`config.mk`:
```
export PLATFORM = sky130hd
export DESIGN_NAME = alu_issue_stage
export DESIGN_NICKNAME = d
export VERILOG_FILES = /design/src/rtl/riscv_32i_defs_pkg.sv /design/src/rtl/operand_fwd_mux.sv /design/src/rtl/alu_issue_stage.sv
export SDC_FILE = /design/constraint.sdc
export NUM_CORES = 1
export LEC_CHECK = 0
export CAP_MARGIN = 20
export CORE_UTILIZATION = 44
export DETAILED_ROUTE_END_ITERATION = 12
export PLACE_DENSITY_LB_ADDON = 0.12
export SETUP_SLACK_MARGIN = 0.4
export SLEW_MARGIN = 30
export SYNTH_ARGS = -nofsm -noshare
export SYNTH_HDL_FRONTEND = slang
export SYNTH_SLANG_ARGS = --single-unit
```
`constraint.sdc`:
```
create_clock -name clk -period 4.31 [get_ports clk]
set_input_delay 0.862 -clock clk [delete_from_list [all_inputs] [get_ports clk]]
set_output_delay 0.862 -clock clk [all_outputs]
set_load 0.1 [all_outputs]
```
`src/rtl/riscv_32i_defs_pkg.sv`:
```
// Shared RV32I datapath constants and the ALU operation encoding.
// alu_op_t is four bits wide, so undefined codes still fit and can travel through the pipeline.
package riscv_32i_defs_pkg;

  localparam int XLEN   = 32;
  localparam int REG_AW = 5;

  typedef enum logic [3:0] {
    ALU_ADD  = 4'd0,
    ALU_SUB  = 4'd1,
    ALU_SLL  = 4'd2,
    ALU_SLT  = 4'd3,
    ALU_SLTU = 4'd4,
    ALU_XOR  = 4'd5,
    ALU_SRL  = 4'd6,
    ALU_SRA  = 4'd7,
    ALU_OR   = 4'd8,
    ALU_AND  = 4'd9,
    ALU_PASS = 4'd10
  } alu_op_t;

endpackage

```
`src/rtl/operand_fwd_mux.sv`:
```
// Picks one operand from the EX/MEM bus, the MEM/WB bus or a base value, younger bus first.
// Index 0 never matches a bus, so x0 always comes from the base value.
module operand_fwd_mux #(
  parameter int XLEN   = 32,
  parameter int REG_AW = 5
) (
  input  logic [REG_AW-1:0] addr_i,
  input  logic [XLEN-1:0]   base_data_i,
  input  logic              ex_we_i,
  input  logic [REG_AW-1:0] ex_addr_i,
  input  logic [XLEN-1:0]   ex_data_i,
  input  logic              wb_we_i,
  input  logic [REG_AW-1:0] wb_addr_i,
  input  logic [XLEN-1:0]   wb_data_i,
  output logic [XLEN-1:0]   data_o
);

  logic nz;

  assign nz = (addr_i != '0);

  always_comb begin
    data_o = base_data_i;
    if (nz && ex_we_i && (ex_addr_i == addr_i)) begin
      data_o = ex_data_i;
    end else if (nz && wb_we_i && (wb_addr_i == addr_i)) begin
      data_o = wb_data_i;
    end
  end

endmodule

```
`src/rtl/alu_issue_stage.sv`:
```
// One-entry valid/ready register slice in front of the ALU that captures forwarded operands and keeps
// refreshing a stalled operation's operands from the result buses until it is consumed.
module alu_issue_stage
  import riscv_32i_defs_pkg::*;
#(
  parameter int XLEN   = riscv_32i_defs_pkg::XLEN,
  parameter int REG_AW = riscv_32i_defs_pkg::REG_AW
) (
  input  logic              clk,
  input  logic              rst,
  input  logic              in_valid,
  output logic              in_ready,
  input  alu_op_t           in_alu_op,
  input  logic [REG_AW-1:0] in_rs1_addr,
  input  logic [REG_AW-1:0] in_rs2_addr,
  input  logic [XLEN-1:0]   in_rs1_data,
  input  logic [XLEN-1:0]   in_rs2_data,
  input  logic [XLEN-1:0]   in_imm,
  input  logic              in_use_imm,
  input  logic [REG_AW-1:0] in_rd_addr,
  input  logic              fwd_ex_we,
  input  logic [REG_AW-1:0] fwd_ex_addr,
  input  logic [XLEN-1:0]   fwd_ex_data,
  input  logic              fwd_wb_we,
  input  logic [REG_AW-1:0] fwd_wb_addr,
  input  logic [XLEN-1:0]   fwd_wb_data,
  input  logic              flush,
  output logic              out_valid,
  input  logic              out_ready,
  output alu_op_t           alu_op,
  output logic [XLEN-1:0]   in_a,
  output logic [XLEN-1:0]   in_b,
  output logic [REG_AW-1:0] rd_addr
);

  logic              valid_q, valid_d;
  alu_op_t           op_q;
  logic [XLEN-1:0]   a_q, b_q, a_d, b_d;
  logic [REG_AW-1:0] rd_q, rs1_q, rs2_q;
  logic              use_imm_q;
  logic              accept, hold;
  logic [REG_AW-1:0] a_addr, b_addr;
  logic [XLEN-1:0]   a_base, b_base, a_fwd, b_fwd;

  assign in_ready = (!valid_q || out_ready) && !flush;
  assign accept   = in_valid && in_ready;
  assign hold     = valid_q && !out_ready;

  // The same muxes serve capture (incoming indices/data) and refresh (held indices/operands).
  assign a_addr = accept ? in_rs1_addr : rs1_q;
  assign b_addr = accept ? in_rs2_addr : rs2_q;
  assign a_base = accept ? in_rs1_data : a_q;
  assign b_base = accept ? in_rs2_data : b_q;

  operand_fwd_mux #(.XLEN(XLEN), .REG_AW(REG_AW)) u_mux_a (
    .addr_i(a_addr), .base_data_i(a_base),
    .ex_we_i(fwd_ex_we), .ex_addr_i(fwd_ex_addr), .ex_data_i(fwd_ex_data),
    .wb_we_i(fwd_wb_we), .wb_addr_i(fwd_wb_addr), .wb_data_i(fwd_wb_data),
    .data_o(a_fwd)
  );

  operand_fwd_mux #(.XLEN(XLEN), .REG_AW(REG_AW)) u_mux_b (
    .addr_i(b_addr), .base_data_i(b_base),
    .ex_we_i(fwd_ex_we), .ex_addr_i(fwd_ex_addr), .ex_data_i(fwd_ex_data),
    .wb_we_i(fwd_wb_we), .wb_addr_i(fwd_wb_addr), .wb_data_i(fwd_wb_data),
    .data_o(b_fwd)
  );

  always_comb begin
    a_d = a_fwd;
    if (accept) begin
      b_d = in_use_imm ? in_imm : b_fwd;
    end else begin
      b_d = use_imm_q ? b_q : b_fwd;
    end
  end

  always_comb begin
    valid_d = valid_q;
    if (flush) begin
      valid_d = 1'b0;
    end else if (accept) begin
      valid_d = 1'b1;
    end else if (out_ready) begin
      valid_d = 1'b0;
    end
  end

  always_ff @(posedge clk or posedge rst) begin
    if (rst) begin
      valid_q   <= 1'b0;
      op_q      <= ALU_ADD;
      a_q       <= '0;
      b_q       <= '0;
      rd_q      <= '0;
      rs1_q     <= '0;
      rs2_q     <= '0;
      use_imm_q <= 1'b0;
    end else begin
      valid_q <= valid_d;
      if (accept) begin
        op_q      <= in_alu_op;
        a_q       <= a_d;
        b_q       <= b_d;
        rd_q      <= in_rd_addr;
        rs1_q     <= in_rs1_addr;
        rs2_q     <= in_rs2_addr;
        use_imm_q <= in_use_imm;
      end else if (hold) begin
        a_q <= a_d;
        b_q <= b_d;
      end
    end
  end

  assign out_valid = valid_q;
  assign alu_op    = op_q;
  assign in_a      = a_q;
  assign in_b      = b_q;
  assign rd_addr   = rd_q;

endmodule

```
==> results of run 1 <==
worst register-to-register path: stages (launching register included):
cell and delay (ps):
dfrtp_1 410, and2b_4 200, nor2_4 240, mux2_2 400, xnor2_1 120, or4b_2 660, buf_4 320, mux2i_1 260
a21oi_1 100, mux2_4 310
kinds of logic after synthesis:
logic type / count (synthesis) / synth area share (%)
AND/OR/NAND/NOR: 196 / 15.70
flip-flops: 85 / 39.42
AO/OA/AOI/OAI: 119 / 14.77
multiplexers: 104 / 22.22
buffers and inverters: 52 / 4.801
XOR/XNOR: 19 / 3.084
cell usage after synthesis, types with 2 or more instances:
master and count:
a21oi_1 35, inv_1 11, buf_1 7, xor2_1 10, a222oi_1 32, and3_1 2, nand2_1 130, a31oi_1 3
mux2i_1 70, mux2_2 3, mux2_4 30, buf_6 6, o21ai_1 18, nor3_1 5, o21ai_0 20, buf_2 6
buf_4 3, dfrtp_1 85, a211oi_1 3, nor2_1 42, xnor2_1 9, clkbuf_1 19
flip-flops by register name (all words and copies together), names as in the netlist:
signal / cells
rs1_q: 5
in_b: 32
out_valid: 1
in_a: 32
rd_addr: 5
use_imm_q: 1
alu_op: 4
rs2_q: 5
what timing repair did:
action / 4_1_cts / 5_1_grt
endpoints found under the setup margin: 0 / 48
hold buffers: 0 / 0
gates resized for setup: 0 / 3
cell type report:
cell class	count	area, um^2	area share, %
multi-input cells	438	3050	35.54
repair buffers	287	2867	33.40
flip-flops and latches	85	2127	24.78
clock buffers	12	266.5	3.105
well taps	147	183.9	2.143
clock inverters	4	45.04	0.5249
inverters	11	42.54	0.4957
report_power, final:
| part | switching, W | internal [W] |
|---|---|---|
| Sequential | 0.000140 | 0.000984 |
| Clock | 0.000325 | 0.000494 |
| Combinational | 0.00171 | 0.000741 |
routing by layer:
metal	wire [um]	up-vias	track usage, %
met1	7711	2711	37.84
met2	10220	342	55.51
met3	1748	38	6.535
li1	-	2566	-
met4	462	0	13.69
met5	0	-	0
final timing paths:
| kind | end | start | cells past startpoint | slack, ps |
|---|---|---|---|---|
| max | in_a[11] | out_ready | 10 | 590 |
| min | alu_op[3] | alu_op[3] | 2 | 490 |
| max reg2reg | in_a[11] | out_valid | 9 | 1190 |
| min reg2reg | alu_op[3] | alu_op[3] | 2 | 490 |
| max in group asynchronous | rs2_q[1] | rst | 3 | 2600 |
| min in group asynchronous | in_b[12] | rst | 2 | 900 |
metrics by stage:
step | cell area (um^2) | hold slack, ps | std cells | util [%]
after global routing | 8582 | 512.8 | 984 | 71.75
after floorplan | 5395 | 450.5 | 575 | -
after CTS | 8577 | 487.9 | 984 | 71.71
after global placement | 8265 | 458.0 | 968 | 69.10
after detailed placement | 8265 | 472.7 | 968 | 69.10
final | 8582 | 486.9 | 984 | 71.75
==> metrics, run 1 <==
status complete, no violations; die height 112.7 um; dpl hpwl 14200 um; deepest clock path buffer count 2; crit-path max FO 26; Top FF cell, synth dfrtp_1; TNS Setup 0 ps; total power 0.004391 W; via count 5657; Synth area leader dfrtp_1; CP cell instances clkdlybuf4s50_1 -> and2b_4 -> nor2_4 -> mux2_2 -> xnor2_1 -> or4b_2 -> buf_4 -> mux2i_1 -> a21oi_1 -> mux2_4; post-synthesis instance area 0.005395 mm^2; Remaining DRCs 0; CTS tree yes; largest net degree at the start of global routing 65; Post-Syn Nets 772; core footprint 0.01196 mm^2; delay-heaviest family, CP simple AND/OR/NAND/NOR gates; crit-path max cell delay 660 ps; clock root cell clkbuf_16; CTS buffer count 9; # setup viols final 0; Mapped Cells 575; Worst-Margin Slew 1054 ps; number of flops mapped to enable cells by yosys 0; final net count 1029; drt wl/cell 20.46 um; clk slew on worst S/H paths 60 ps; Slew Viols, Final 0; layout cells sized above 1 10.39%; first-pass GRT wire length 31080 um; Synth Register Bits 85; Detail Route Antenna Nets 0; Tmin final 3722 ps; # fillers 912; critical path type in2reg; die width 112.7 um; top-area cell type share of the netlist area 39.42%; setup bufs post-CTS 0; vias in the first global route 5874; MaxCap Viol Count 0; RSZ-0062 raised after global routing no; most frequent cells in the layout clkdlybuf4s50_1, nand2_1, dfrtp_1, mux2i_1, nor2_1; Routed Wire Length 20140 um; num ports 272; Yosys warning total 0; Layout area overhead 59.07%; fmax 0.2687 GHz; average cell area after synthesis 9.383 um^2; Min-Delay Path Class reg2reg; Slew HR 29.51%; Critical Path RT 4540 ps; initial antenna violation count 0; starting density of the core 45.10%; Tcrit/Tclk final 86.36%; # clock sinks 85; maximum vdd drop 0.2876 mV; Ant. Diodes 0; routability congestion estimate from global placement 0.8707; startpoint class of the critical path input pin; Max stage delay cell, worst path or4b_2; Crit. End Element flop; Vias/cell 5.749; pwr/cell area 511.6 mW/mm^2; worst path bufs/invs 2; synth top area cells dfrtp_1, mux2i_1, nand2_1; drt initial violations 509; worst-skew pair later-pin latency 340 ps; worst setup margin 587.9 ps; number of H-tree levels 3; total gr overflow 0; total track usage 31.74%; port buffer count 271; post-synthesis sequential area ratio 39.42%; Crit path arrival time 3950 ps; Leakage 3.862 nW; Clock Skews 7.445 ps; drt pass-1 iters 8; die area 0.01271 mm^2; distinct cell type count after synthesis 48; commonest non-fill, non-tap cell in the layout clkdlybuf4s50_1; Setup WS pre-CTS 245.8 ps; Post-synth ARST share 100.0%; Rows 40; Final Hold Viols 0
No activity file was read; power rests on OpenSTA's default activity.
==> inputs of run 2 (changes only) <==
--- a/config.mk
+++ b/config.mk
@@ -6,8 +6,9 @@
 export NUM_CORES = 1
 export LEC_CHECK = 0
 export CAP_MARGIN = 20
-export CORE_UTILIZATION = 44
+export CORE_UTILIZATION = 37
 export DETAILED_ROUTE_END_ITERATION = 12
+export GPL_TIMING_DRIVEN = 0
 export PLACE_DENSITY_LB_ADDON = 0.12
 export SETUP_SLACK_MARGIN = 0.4
 export SLEW_MARGIN = 30
==> constraint.sdc (replaced) <==
create_clock -name clk -period 3.2 [get_ports clk]
set_input_delay 0.64 -clock clk [delete_from_list [all_inputs] [get_ports clk]]
set_output_delay 0.64 -clock clk [all_outputs]
set_load 0.1 [all_outputs]
==> metrics, run 2 (synthesis results as in run 1) <==
vias in the first global route 5999 (was 5874); num ports 272 (unchanged); Crit. End Element flop (unchanged); maximum vdd drop 0.3861 mV (was 0.2876 mV); largest net degree at the start of global routing 27 (was 65); pwr/cell area 639.7 mW/mm^2 (was 511.6 mW/mm^2); Ant. Diodes 0 (unchanged); status complete, no violations (unchanged); via count 5824 (was 5657); die width 122.8 um (was 112.7 um); commonest non-fill, non-tap cell in the layout clkdlybuf4s50_1 (unchanged); starting density of the core 38.42% (was 45.10%); deepest clock path buffer count 2 (unchanged); Critical Path RT 3430 ps (was 4540 ps); worst reg2reg endpoint in_a[10] (was in_a[11]); final net count 1080 (was 1029); MaxCap Viol Count 0 (unchanged); Worst-Margin Slew 1029 ps (was 1054 ps); initial antenna violation count 0 (unchanged); RSZ-0062 raised after global routing yes (was no); total gr overflow 0 (unchanged); Rows 43 (was 40); most used cell, CP mux2i_1; die height 122.8 um (was 112.7 um); Tcrit/Tclk final 89.72%; drt wl/cell 20.12 um (was 20.46 um); Max stage delay cell, worst path clkdlybuf4s50_1 (was or4b_2); Crit path arrival time 3100 ps (was 3950 ps); fmax 0.3483 GHz; CTS tree yes (unchanged); Leakage 4.132 nW (was 3.862 nW); Min-Delay Path Class reg2reg (unchanged); clock root cell clkbuf_16 (unchanged); R2R setup slack 330 ps (was 1190 ps); # fillers 1145 (was 912); CTS buffer count 9 (unchanged); Vias/cell 5.463 (was 5.749); worst setup margin 329.0 ps (was 587.9 ps); Clock Skews 6.085 ps (was 7.445 ps); CP cell instances clkdlybuf4s50_1 -> o21ai_0 -> mux2i_1 -> nand3_1 -> or4b_4 -> buf_12 -> buf_8 -> buf_16 -> mux2i_1 -> a21oi_1 -> mux2_4 (was clkdlybuf4s50_1 -> and2b_4 -> nor2_4 -> mux2_2 -> xnor2_1 -> or4b_2 -> buf_4 -> mux2i_1 -> a21oi_1 -> mux2_4); Remaining DRCs 0 (unchanged); critical path type in2reg (unchanged); Slew HR 31.22% (was 29.51%); # clock sinks 85 (unchanged); worst-skew pair later-pin latency 340 ps (about the same); dpl hpwl 15340 um (was 14200 um); Tmin final 2871 ps; Setup crit end in_a[13] (was in_a[11]); number of H-tree levels 3 (unchanged); first-pass GRT wire length 31600 um (was 31080 um); # setup viols final 0 (unchanged); Layout area overhead 70.52% (was 59.07%); CP Launch Point in_rs1_addr[0] (was out_ready); crit-path max FO 6 (was 26); routability congestion estimate from global placement 0.8719 (was 0.8707); Final Hold Viols 0 (unchanged); drt pass-1 iters 7 (was 8); WHS 474.3 ps (was 486.9 ps); drt initial violations 491 (was 509); worst reg2reg path depth 10 (was 9); Detail Route Antenna Nets 0 (unchanged); Setup WS pre-CTS -825.9 ps (was 245.8 ps); die area 0.01507 mm^2 (was 0.01271 mm^2); total track usage 27.87% (was 31.74%); most frequent cells in the layout clkdlybuf4s50_1, nand2_1, dfrtp_1, mux2i_1, nor2_1 (unchanged); layout cells sized above 1 15.01% (was 10.39%); Post-Route Utilization 65.52% (was 71.75%); crit-path max cell delay 590 ps (was 660 ps); Routed Wire Length 21450 um (was 20140 um); startpoint class of the critical path input pin (unchanged); core footprint 0.01404 mm^2 (was 0.01196 mm^2); Slew Viols, Final 0 (unchanged); port buffer count 271 (unchanged); R2R Path Start out_valid (unchanged); clk slew on worst S/H paths 60 ps (about the same)
## run 2: cell count changes in the layout (fill, tap and decap cells not counted), moves of 4 or more
cell / change
clkbuf_1: +10
clkdlybuf4s50_1: -9
buf_12: +7
buf_1: +6
buf_6: +6
clkbuf_2: +6
clkbuf_4: +6
dlygate4sd2_1: +5
buf_8: +4
## run 2: repair_timing
item	CTS	global route
setup buffers	14	4
pin swaps	11	17
hold buffers	0	0
resized for setup	64	29
hold endpoints to repair	0	0
endpoints found under the setup margin	75	62
cloned	3	2
## run 2: stage by stage
step	instance area (um^2)	power, W	instances	TNS [ps]
3_5_place_dp	8438	0.004821	1029	-46780
4_1_cts	9032	0.005862	1060	0
2_1_floorplan	5440	0.003852	575	0
5_1_grt	9200	0.006097	1066	0
3_3_place_gp	8378	0.004770	1026	-45050
6_report	9200	0.005885	1066	0
## run 2: how the worst min path moves through the flow
stage | start | end | slack (ps) | cells after the start
2_1_floorplan | use_imm_q | use_imm_q | 450 | 1
3_3_place_gp | alu_op[2] | alu_op[2] | 460 | 2
3_5_place_dp | alu_op[3] | alu_op[3] | 460 | 2
4_1_cts | alu_op[3] | alu_op[3] | 480 | 2
5_1_grt | rd_addr[4] | rd_addr[4] | 510 | 2
6_report | alu_op[3] | alu_op[3] | 470 | 2
## run 2: metal layers
metal | share of wire [%] | global-route usage, %
met1 | 39 | 33.14
met2 | 49 | 48.38
met3 | 9.1 | 6.413
met4 | 2.5 | 10.98
met5 | 0 | 0
## run 2: cell type report
type | count | area (um^2) | area share (%)
Tap cell | 180 | 225.2 | 2.448
Buffer | 41 | 349.1 | 3.794
Multi-Input combinational cell | 439 | 3162 | 34.37
Clock inverter | 2 | 10.01 | 0.1088
Inverter | 11 | 45.04 | 0.4896
Sequential cell | 85 | 2132 | 23.17
Clock buffer | 12 | 256.5 | 2.788
Timing Repair Buffer | 296 | 3020 | 32.83
## run 2: critical path: cells and delay by family
kind	cells	cell delay (ps)
buffers and inverters	4	1020
AND/OR/NAND/NOR	2	640
multiplexers	3	570
AO/OA/AOI/OAI	2	220
## run 2: where the power goes
part,leakage [nW],switching [W],internal [W]
sequential,1.02,0.000194,0.00133
combinational,2.97,0.00232,0.00106
clock,0.134,0.000426,0.000558
